--- config.mk ---
export PLATFORM = sky130hd
export DESIGN_NAME = mfp_adc_max10_sequencer
export DESIGN_NICKNAME = d
export VERILOG_FILES = /design/src/rtl/mfp_adc_max10_pkg.sv /design/src/rtl/mfp_adc_max10_priority_find.sv /design/src/rtl/mfp_adc_max10_sequencer.sv
export SDC_FILE = /design/constraint.sdc
export NUM_CORES = 1
export LEC_CHECK = 0
export ABC_CLOCK_PERIOD_IN_PS = 3300
export BUFFER_PORTS_ARGS = -buffer_cell sky130_fd_sc_hd__buf_2
export CAP_MARGIN = 40
export CORE_ASPECT_RATIO = 1.1
export CORE_MARGIN = 1
export CORE_UTILIZATION = 59
export DETAILED_ROUTE_END_ITERATION = 16
export GPL_ROUTABILITY_DRIVEN = 1
export PLACE_DENSITY = 0.83
export SYNTH_ARGS = -nofsm -noshare
export SYNTH_HDL_FRONTEND = slang
export SYNTH_SLANG_ARGS = --single-unit
export TNS_END_PERCENT = 10
--- constraint.sdc ---
create_clock -name SI_ClkIn -period 3.3 [get_ports SI_ClkIn]
set_clock_uncertainty 0.1 [all_clocks]
set_input_delay 0.66 -clock SI_ClkIn [delete_from_list [all_inputs] [get_ports SI_ClkIn]]
set_output_delay 0.66 -clock SI_ClkIn [all_outputs]
set_load 0.1 [all_outputs]
--- src/rtl/mfp_adc_max10_pkg.sv ---
// Shared definitions for the MAX10 ADC scan sequencer.
//   seq_state_t : scan FSM states
//   ADC_DATA_W  : width of one ADC conversion result
//   ADC_CH_W    : width of the ADC IP core channel field
package mfp_adc_max10_pkg;

  localparam int ADC_DATA_W = 12;
  localparam int ADC_CH_W   = 5;

  typedef enum logic [2:0] {
    ST_IDLE = 3'd0,
    ST_FIND = 3'd1,
    ST_CMD  = 3'd2,
    ST_WAIT = 3'd3,
    ST_DONE = 3'd4
  } seq_state_t;

endpackage

--- src/rtl/mfp_adc_max10_priority_find.sv ---
// Lowest-set-bit search at or above a starting index.
//   mask     : candidate bits (enabled channels)
//   from_idx : lowest index allowed; a value of NCH or more finds nothing
//   found    : a qualifying bit exists
//   idx      : index of the lowest qualifying bit (0 when not found)
module mfp_adc_max10_priority_find
  import mfp_adc_max10_pkg::*;
#(
  parameter int  NCH   = 8,
  localparam int IDX_W = $clog2(NCH + 1)
) (
  input  logic [NCH-1:0]   mask,
  input  logic [IDX_W-1:0] from_idx,
  output logic             found,
  output logic [IDX_W-1:0] idx
);

  // Bits below the starting index are masked off before the search.
  logic [NCH-1:0] qual;

  for (genvar gi = 0; gi < NCH; gi++) begin : g_qual
    assign qual[gi] = mask[gi] && (from_idx <= IDX_W'(gi));
  end

  // Scan from the top down so the last hit written is the lowest index.
  always_comb begin
    found = 1'b0;
    idx   = '0;
    for (int i = NCH - 1; i >= 0; i--) begin
      if (qual[i]) begin
        found = 1'b1;
        idx   = IDX_W'(i);
      end
    end
  end

endmodule

--- src/rtl/mfp_adc_max10_sequencer.sv ---
// Scan sequencer between the system ADC peripheral and the MAX10 ADC IP core.
// Walks a latched channel mask one channel at a time, issuing one Avalon-ST
// command per channel and capturing the matching response into a per-channel
// result register file.
//   SI_ClkIn, SI_Reset      : clock, synchronous active-high reset
//   ctl_start/cont/mask/stop: software scan control
//   stat_busy/done/err      : scan status (done is a one-cycle pulse, err sticky)
//   smp_valid               : per-channel "result captured since last start"
//   rd_ch -> rd_data        : registered result read port (1 cycle latency)
//   ADC_C_*                 : command stream to the ADC core
//   ADC_R_*                 : response stream from the ADC core (no backpressure)
module mfp_adc_max10_sequencer
  import mfp_adc_max10_pkg::*;
#(
  parameter int  NCH     = 8,
  parameter int  TIMEOUT = 1024,
  localparam int RD_W    = (NCH > 1) ? $clog2(NCH) : 1
) (
  input  logic                  SI_ClkIn,
  input  logic                  SI_Reset,
  input  logic                  ctl_start,
  input  logic                  ctl_cont,
  input  logic [NCH-1:0]        ctl_mask,
  input  logic                  ctl_stop,
  output logic                  stat_busy,
  output logic                  stat_done,
  output logic                  stat_err,
  output logic [NCH-1:0]        smp_valid,
  input  logic [RD_W-1:0]       rd_ch,
  output logic [ADC_DATA_W-1:0] rd_data,
  output logic                  ADC_C_Valid,
  output logic [ADC_CH_W-1:0]   ADC_C_Channel,
  output logic                  ADC_C_SOP,
  output logic                  ADC_C_EOP,
  input  logic                  ADC_C_Ready,
  input  logic                  ADC_R_Valid,
  input  logic [ADC_CH_W-1:0]   ADC_R_Channel,
  input  logic [ADC_DATA_W-1:0] ADC_R_Data,
  input  logic                  ADC_R_SOP,
  input  logic                  ADC_R_EOP
);

  // ch_reg must be able to hold NCH (one past the last channel) so that
  // "next channel" after the last one falls through FIND to DONE.
  localparam int CH_W  = $clog2(NCH + 1);
  localparam int TMO_W = $clog2(TIMEOUT);
  localparam logic [TMO_W-1:0] TMO_LAST = TMO_W'(TIMEOUT - 1);

  seq_state_t            state_reg, state_next;
  logic [CH_W-1:0]       ch_reg, ch_next;
  logic [NCH-1:0]        mask_reg, mask_next;
  logic                  cont_reg, cont_next;
  logic                  stop_reg, stop_next;
  logic                  err_reg, err_next;
  logic [NCH-1:0]        smp_valid_reg, smp_valid_next;
  logic [TMO_W-1:0]      tmo_reg, tmo_next;
  // Set by the first accepted start after reset. Until then a stray response
  // seen in IDLE belongs to a conversion that reset abandoned and is not an error.
  logic                  armed_reg, armed_next;

  logic                  cap_en;
  logic [RD_W-1:0]       cap_idx;
  logic                  find_found;
  logic [CH_W-1:0]       find_idx;
  logic                  resp_match;

  logic [ADC_DATA_W-1:0] result_reg [NCH];
  logic [ADC_DATA_W-1:0] rd_data_reg;

  // Response framing is fixed at single-beat packets; SOP/EOP carry no information.
  logic unused_resp_framing;
  assign unused_resp_framing = ADC_R_SOP ^ ADC_R_EOP;

  mfp_adc_max10_priority_find #(
    .NCH (NCH)
  ) u_find (
    .mask     (mask_reg),
    .from_idx (ch_reg),
    .found    (find_found),
    .idx      (find_idx)
  );

  assign cap_idx    = RD_W'(ch_reg);
  assign resp_match = ADC_R_Valid && (ADC_R_Channel == ADC_CH_W'(ch_reg));

  // ---------------------------------------------------------------------------
  // State register and scan context
  // ---------------------------------------------------------------------------
  always_ff @(posedge SI_ClkIn) begin
    if (SI_Reset) begin
      state_reg     <= ST_IDLE;
      ch_reg        <= '0;
      mask_reg      <= '0;
      cont_reg      <= 1'b0;
      stop_reg      <= 1'b0;
      err_reg       <= 1'b0;
      smp_valid_reg <= '0;
      tmo_reg       <= '0;
      armed_reg     <= 1'b0;
    end else begin
      state_reg     <= state_next;
      ch_reg        <= ch_next;
      mask_reg      <= mask_next;
      cont_reg      <= cont_next;
      stop_reg      <= stop_next;
      err_reg       <= err_next;
      smp_valid_reg <= smp_valid_next;
      tmo_reg       <= tmo_next;
      armed_reg     <= armed_next;
    end
  end

  // ---------------------------------------------------------------------------
  // Next-state logic
  // ---------------------------------------------------------------------------
  always_comb begin
    state_next     = state_reg;
    ch_next        = ch_reg;
    mask_next      = mask_reg;
    cont_next      = cont_reg;
    stop_next      = stop_reg;
    err_next       = err_reg;
    smp_valid_next = smp_valid_reg;
    tmo_next       = tmo_reg;
    armed_next     = armed_reg;
    cap_en         = 1'b0;

    if ((state_reg != ST_IDLE) && ctl_stop) begin
      stop_next = 1'b1;
    end

    // Responses only make sense while waiting for one.
    if (ADC_R_Valid && (state_reg != ST_WAIT) &&
        ((state_reg != ST_IDLE) || armed_reg)) begin
      err_next = 1'b1;
    end

    case (state_reg)
      ST_IDLE: begin
        if (ctl_start) begin
          mask_next      = ctl_mask;
          err_next       = 1'b0;
          smp_valid_next = '0;
          cont_next      = ctl_cont;
          ch_next        = '0;
          armed_next     = 1'b1;
          state_next     = ST_FIND;
        end
      end

      ST_FIND: begin
        if (find_found) begin
          ch_next    = find_idx;
          state_next = ST_CMD;
        end else begin
          state_next = ST_DONE;
        end
      end

      ST_CMD: begin
        if (ADC_C_Ready) begin
          tmo_next   = '0;
          state_next = ST_WAIT;
        end
      end

      ST_WAIT: begin
        if (resp_match) begin
          cap_en                  = 1'b1;
          smp_valid_next[cap_idx] = 1'b1;
          ch_next                 = ch_reg + CH_W'(1);
          state_next              = ST_FIND;
        end else begin
          if (ADC_R_Valid) begin
            err_next = 1'b1;
          end
          if (tmo_reg == TMO_LAST) begin
            err_next   = 1'b1;
            ch_next    = ch_reg + CH_W'(1);
            state_next = ST_FIND;
          end else begin
            tmo_next = tmo_reg + TMO_W'(1);
          end
        end
      end

      ST_DONE: begin
        // A stop arriving in this very cycle also ends continuous mode.
        if (cont_reg && !stop_reg && !ctl_stop) begin
          ch_next    = '0;
          state_next = ST_FIND;
        end else begin
          stop_next  = 1'b0;
          state_next = ST_IDLE;
        end
      end

      default: begin
        state_next = ST_IDLE;
      end
    endcase
  end

  // ---------------------------------------------------------------------------
  // Result register file and registered read port. The read samples the
  // array before this edge's capture, so a same-cycle capture shows up one
  // cycle later.
  // ---------------------------------------------------------------------------
  always_ff @(posedge SI_ClkIn) begin
    if (SI_Reset) begin
      for (int i = 0; i < NCH; i++) begin
        result_reg[i] <= '0;
      end
      rd_data_reg <= '0;
    end else begin
      if (cap_en) begin
        result_reg[cap_idx] <= ADC_R_Data;
      end
      if (32'(rd_ch) < NCH) begin
        rd_data_reg <= result_reg[rd_ch];
      end else begin
        rd_data_reg <= '0;
      end
    end
  end

  // ---------------------------------------------------------------------------
  // Outputs, decoded from registered state so reset clears them at the edge.
  // ---------------------------------------------------------------------------
  assign ADC_C_Valid   = (state_reg == ST_CMD);
  assign ADC_C_Channel = (state_reg == ST_CMD) ? ADC_CH_W'(ch_reg) : '0;
  assign ADC_C_SOP     = (state_reg == ST_CMD);
  assign ADC_C_EOP     = (state_reg == ST_CMD);

  assign stat_busy = (state_reg != ST_IDLE);
  assign stat_done = (state_reg == ST_DONE);
  assign stat_err  = err_reg;
  assign smp_valid = smp_valid_reg;
  assign rd_data   = rd_data_reg;

endmodule

=== Yosys cells after proc, flatten, opt, wreduce, memory -nomap -nowiden ===
Memories as Yosys holds them, arrays and structs flattened. A register that Yosys moved wholly into a read port is not among the register bits.
Cells that the tools add are included.
W data, S select, Z words.

* Add/subtract/negate cells: 2
* Magnitude comparators: 10
* Equality and inequality tests: 15
* Mux-type cells: 58
* Bitwise gates (word level): 1
* Reduce and logical (&&, ||, !) cells: 29

{| class="wikitable"
|+ Operators by type and width
! cell !! number
|-
| $mux W3 || 14
|-
| $mux W10 || 3
|-
| $mux W1 || 26
|-
| $mux W4 || 6
|-
| $pmux W10 S2 || 1
|-
| $le A4 B3 Y1 const B || 4
|-
| $mux W8 || 2
|-
| $pmux W4 S4 || 1
|-
| $pmux W8 S2 || 1
|-
| $logic_and A1 B1 Y1 || 15
|-
| $pmux W3 S5 || 1
|-
| $mux W12 || 1
|-
| $reduce_or A12 Y1 || 1
|-
| $add A10 B1 Y10 const B || 1
|-
| $eq A10 B10 Y1 const B || 1
|-
| $ne A2 B2 Y1 const B || 5
|-
| $le A4 B1 Y1 const B || 2
|-
| $le A4 B2 Y1 const B || 2
|-
| $or A8 B8 Y8 || 1
|-
| $eq A3 B2 Y1 const B || 2
|-
| $reduce_and A3 Y1 || 2
|-
| $eq A5 B4 Y1 || 1
|-
| $reduce_and A5 Y1 || 1
|-
| $add A4 B1 Y4 const B || 1
|-
| other kinds (17) || 20
|}

* Register bits: 37
* Bits in writable memories: 96
* Output and inout port bits: 31
* Logic and storage cells: 125
* Memories: 1

{| class="wikitable"
|+ Memories
! name !! words !! width !! rd ports !! clocked after memory_dff !! wr ports !! line !! text
|-
| result_reg || 8 || 12 || 1 || 1 || 8 || mfp_adc_max10_sequencer.sv:67 || <nowiki>logic [ADC_DATA_W-1:0] result_reg [NCH];</nowiki>
|}

=== Depth between registers and ports, before layout ===
* Word-level depth: 12
* Gate-level depth with buffers: 8
* Depth with buffers taken out: 7

=== By module ===
From an unflattened synthesis, not the netlist that was laid out.

* Cells, all modules: 539
* Area, all modules: 6,643.9 um2

{| class="wikitable"
|+ Modules (own cells, without submodules)
! module !! times used !! cells an instance !! area an instance (um2) !! sequential area each (um2)
|-
| mfp_adc_max10_sequencer || 1 || 505 || 6,438.7 || 3,863.7
|-
| mfp_adc_max10_priority_find || 1 || 34 || 205.2 || 0.0
|}

=== Least setup slack after synthesis ===
No wires, ideal clock.

* Path kind: register to output
* From: register state_reg[1]
* To: output ADC_C_SOP
* Arrival: 3,548 ps
* Data required time: 2,540 ps
* Slack: -1,008 ps
* Stages on the path, launching flop included: 5
* Cell sequence: dfxtp_1 -> clkbuf_1 -> inv_1 -> nor3_1 -> buf_4

* Longest elaborated chain between the ends: 1

{| class="wikitable"
|+ RTL lines
! what !! line !! text
|-
| start: declaration || mfp_adc_max10_sequencer.sv:49 || <nowiki>seq_state_t state_reg, state_next;</nowiki>
|-
| start signal: assignment || mfp_adc_max10_sequencer.sv:101 || <nowiki>state_reg <= state_next;</nowiki>
|-
| $eq A3 B2 Y1 || -- ||
|-
| end: declaration || mfp_adc_max10_sequencer.sv:33 || <nowiki>output logic ADC_C_SOP,</nowiki>
|}

Every way passes these cells.

=== Worst setup path after layout ===
* From: register state_reg[1]
* To: output ADC_C_EOP

* Longest elaborated chain between the ends: 1

{| class="wikitable"
|+ RTL lines
! what !! line !! text
|-
| $eq A3 B2 Y1 || mfp_adc_max10_sequencer.sv:233 || <nowiki>assign ADC_C_EOP = (state_reg == ST_CMD);</nowiki>
|-
| end: declaration || mfp_adc_max10_sequencer.sv:34 || <nowiki>output logic ADC_C_EOP,</nowiki>
|}

Every way passes these cells.

==> flow_summary_export.csv <==
group,metric,value,unit
timing,rsz_0062_raised_after_global_routing,"false",
floorplanning,ios,68,
placed_design,dp_worst_setup_slack,0.557,ns
global_routing,grt_pass1_wl,24800,um
critical_path,critical_path.startpoint_type,"flop",
power_and_ir_drop,power-per-cell-area,560,nW/um2
clocking,tritoncts.num_buffers,17,
synth,postSynthAreaPerCell,12.0,um2
layout,largest_reg_flops,96,
global_routing,grt.total_usage,0.280,
synth,synth-edff-count,96,
power_and_ir_drop,p_leak,3.04,nW
timing,post_layout_min_period,2.91,ns
route,routed_wl,15300,um
floorplanning,std_cell_rows,40,
placed_design,detailed_place.area,7200,um2
synth,yosysSeqAreaShare,0.578,
layout,syn_to_final_growth,15.9,%
timing,maxSlewViolCount,0,
route,wire_per_inst,19.5,um
clocking,root_buffer,"sky130_fd_sc_hd__clkbuf_16",
synth,synth-xor-area-share,0.00524,
critical_path,worst_ep_required_time,2.54,ns
route,drtPass1Iterations,4,
clocking,cts_setup_buffers,0,
layout,regArea,3860,um2
timing,hold_violation_total_from_the_final_report,0,
synth,synth-seq-cells,145,
timing,timing.final.setup_violations,0,
clocking,worst_skew_pair.late_latency,0.42,ns
critical_path,worst_setup_path_end_kind,"primary output",
placed_design,gpl.final_weighted_congestion,0.944,
layout,share_of_final_layout_standard_cells_stronger_than_drive_strength_1,0.237,
clocking,htree_levels,4,
global_routing,grt_remaining_overflow,0,
global_routing,first_global_vias,4993,
timing,fin_setup_tns,0,ns
clocking,cts_hold_buffers,0,
synth,synth.top_cell.area_share,0.431,
critical_path,register_to_register_path_setup_slack,0.54,ns
layout,multi_input_comb_area,2650,um2
floorplanning,die_height,114,um
synth,post_synth_mux_area_share,0.106,
global_routing,grt_start_max_net_pins,37,
synth,synth_cells,556,
synth,synth_ff_type,"sky130_fd_sc_hd__edfxtp_1",
synth,ys_async_sr_fraction,0,
timing,timing.max_slew.rel_slack,0.553,
timing,max_clock_freq,343,MHz
floorplanning,dieArea,11800,um2
synth,synth_area_leaders,"sky130_fd_sc_hd__edfxtp_1 (43%), sky130_fd_sc_hd__dfxtp_1 (15%), sky130_fd_sc_hd__and2_1 (9.0%)",
clocking,ctsLongestPathBuffers,2,
critical_path,worstPathArrival,2.15,ns
floorplanning,core,11000,um2
global_routing,grt_antenna_before_repair,0,
floorplanning,starting_density_of_the_core,0.610,
route,vias_per_cell,5.99,
clocking,cts_tree,"built",
synth,synth-simple-area-share,0.199,
synth,synth_top_area_cell,"sky130_fd_sc_hd__edfxtp_1",
clocking,cts_resized,0,
flow_run,cap_violations,0,
layout,n_antenna_cell,0,
critical_path,timing.critical_path.fanout_max,14,
placed_design,port-buffer-count,64,
outcome,outcome,"completed",
synth,net_count_of_the_mapped_netlist,598,
clocking,count_of_clock_tree_sinks,145,
floorplanning,dieWidth,104,um
synth,synth_cell_type_count,58,
layout,finalNetCount,666,
timing,timing_worst_slew_pin_value,0.667,ns
route,route.antenna.remaining_nets,0,
synth,synth-warning-count,0,
layout,fin_area,7750,um2
synth,synth_top_family_by_area,"simple AND/OR/NAND/NOR gates",
synth,area_fraction_in_compound_gates_after_synthesis,0.0752,
clocking,path_clk_slew,0.06,ns
route,drc_violations_left,0,
critical_path,path_class,"reg2out",
timing,period_share,0.883,
timing,layout_setup_ws,0.385,ns
synth,yosys.area_share.adder,0.00935,
layout,fillers,761,
power_and_ir_drop,vdd_drop_max,0.337,mV
placed_design,detailedPlacementHpwl,9850,um
synth,syn_area,6690,um2
layout,final_cell_mix,"sky130_fd_sc_hd__and2_1 (96), sky130_fd_sc_hd__edfxtp_1 (96), sky130_fd_sc_hd__buf_2 (64)",
route,route.vias.total,4694,
min_path,hold_path_class,"reg2reg",
route,drt_iter0_markers,253,
path summary, 6_finish.rpt:
| check | startpoint | end | cells past startpoint |
|---|---|---|---|
| hold / removal | mask_reg[4]$_SDFFE_PP0P_ | mask_reg[4]$_SDFFE_PP0P_ | 2 |
| setup / recovery | state_reg[1]$_SDFFE_PP0P_ | ADC_C_EOP | 3 |
| hold reg to reg | mask_reg[4]$_SDFFE_PP0P_ | mask_reg[4]$_SDFFE_PP0P_ | 2 |
| setup reg to reg | ch_reg[1]$_SDFFE_PP0P_ | ch_reg[0]$_SDFFE_PP0P_ | 7 |
power by group:
part	internal [mW]	switching [mW]	leakage, nW
registers	2.00	0.0452	1.39
logic	0.153	0.369	1.38
clock network	1.03	0.744	0.266
critical path, stage by stage, from the launching register on:
cell and delay [ns]:
sky130_fd_sc_hd__dfxtp_1 0.59, sky130_fd_sc_hd__inv_1 0.20, sky130_fd_sc_hd__nor3_2 0.42, sky130_fd_sc_hd__buf_2 0.52
cell usage after synthesis, drive strengths merged, types with 11 or more instances:
cell type and count:
a21oi 25, and2 96, buf 11, clkbuf 22, dfxtp 49, edfxtp 96, mux2i 16, mux4 24
nand2 36, nand3 11, nor2 42, o21ai 17
metal layers:
metal / part of all wire / global-route usage
met1: 0.38 / 0.312
met2: 0.53 / 0.507
met3: 0.064 / 0.0640
met4: 0.031 / 0.144
met5: 0 / 0
through the flow:
step           utilization  cells  hold WS, ns  total power, mW
3_5_place_dp         0.657    752        0.344             2.60
4_1_cts              0.707    784        0.353             4.35
3_3_place_gp         0.657    752        0.340             2.58
5_1_grt              0.707    784        0.382             4.47
6_report             0.707    784        0.350             4.34
2_1_floorplan            -    556        0.331             2.47
logic make-up (layout without fill, tap and decap cells):
group	Yosys count	in the layout
buffers and inverters	43	124
adder cells (fa/ha/maj)	5	5
other	1	1
AND/OR/NAND/NOR	238	238
AO/OA/AOI/OAI	79	79
multiplexers	41	41
flip-flops	145	145
XOR/XNOR	4	4
area by class of cell:
class | count | area share
flip-flops and latches | 145 | 0.498
inverters | 10 | 0.00484
well taps | 147 | 0.0237
clock buffers | 18 | 0.0554
repair buffers | 82 | 0.0604
multi-input cells | 368 | 0.342
clock inverters | 14 | 0.0152
Note: power is estimated with default switching activity, not from simulation.
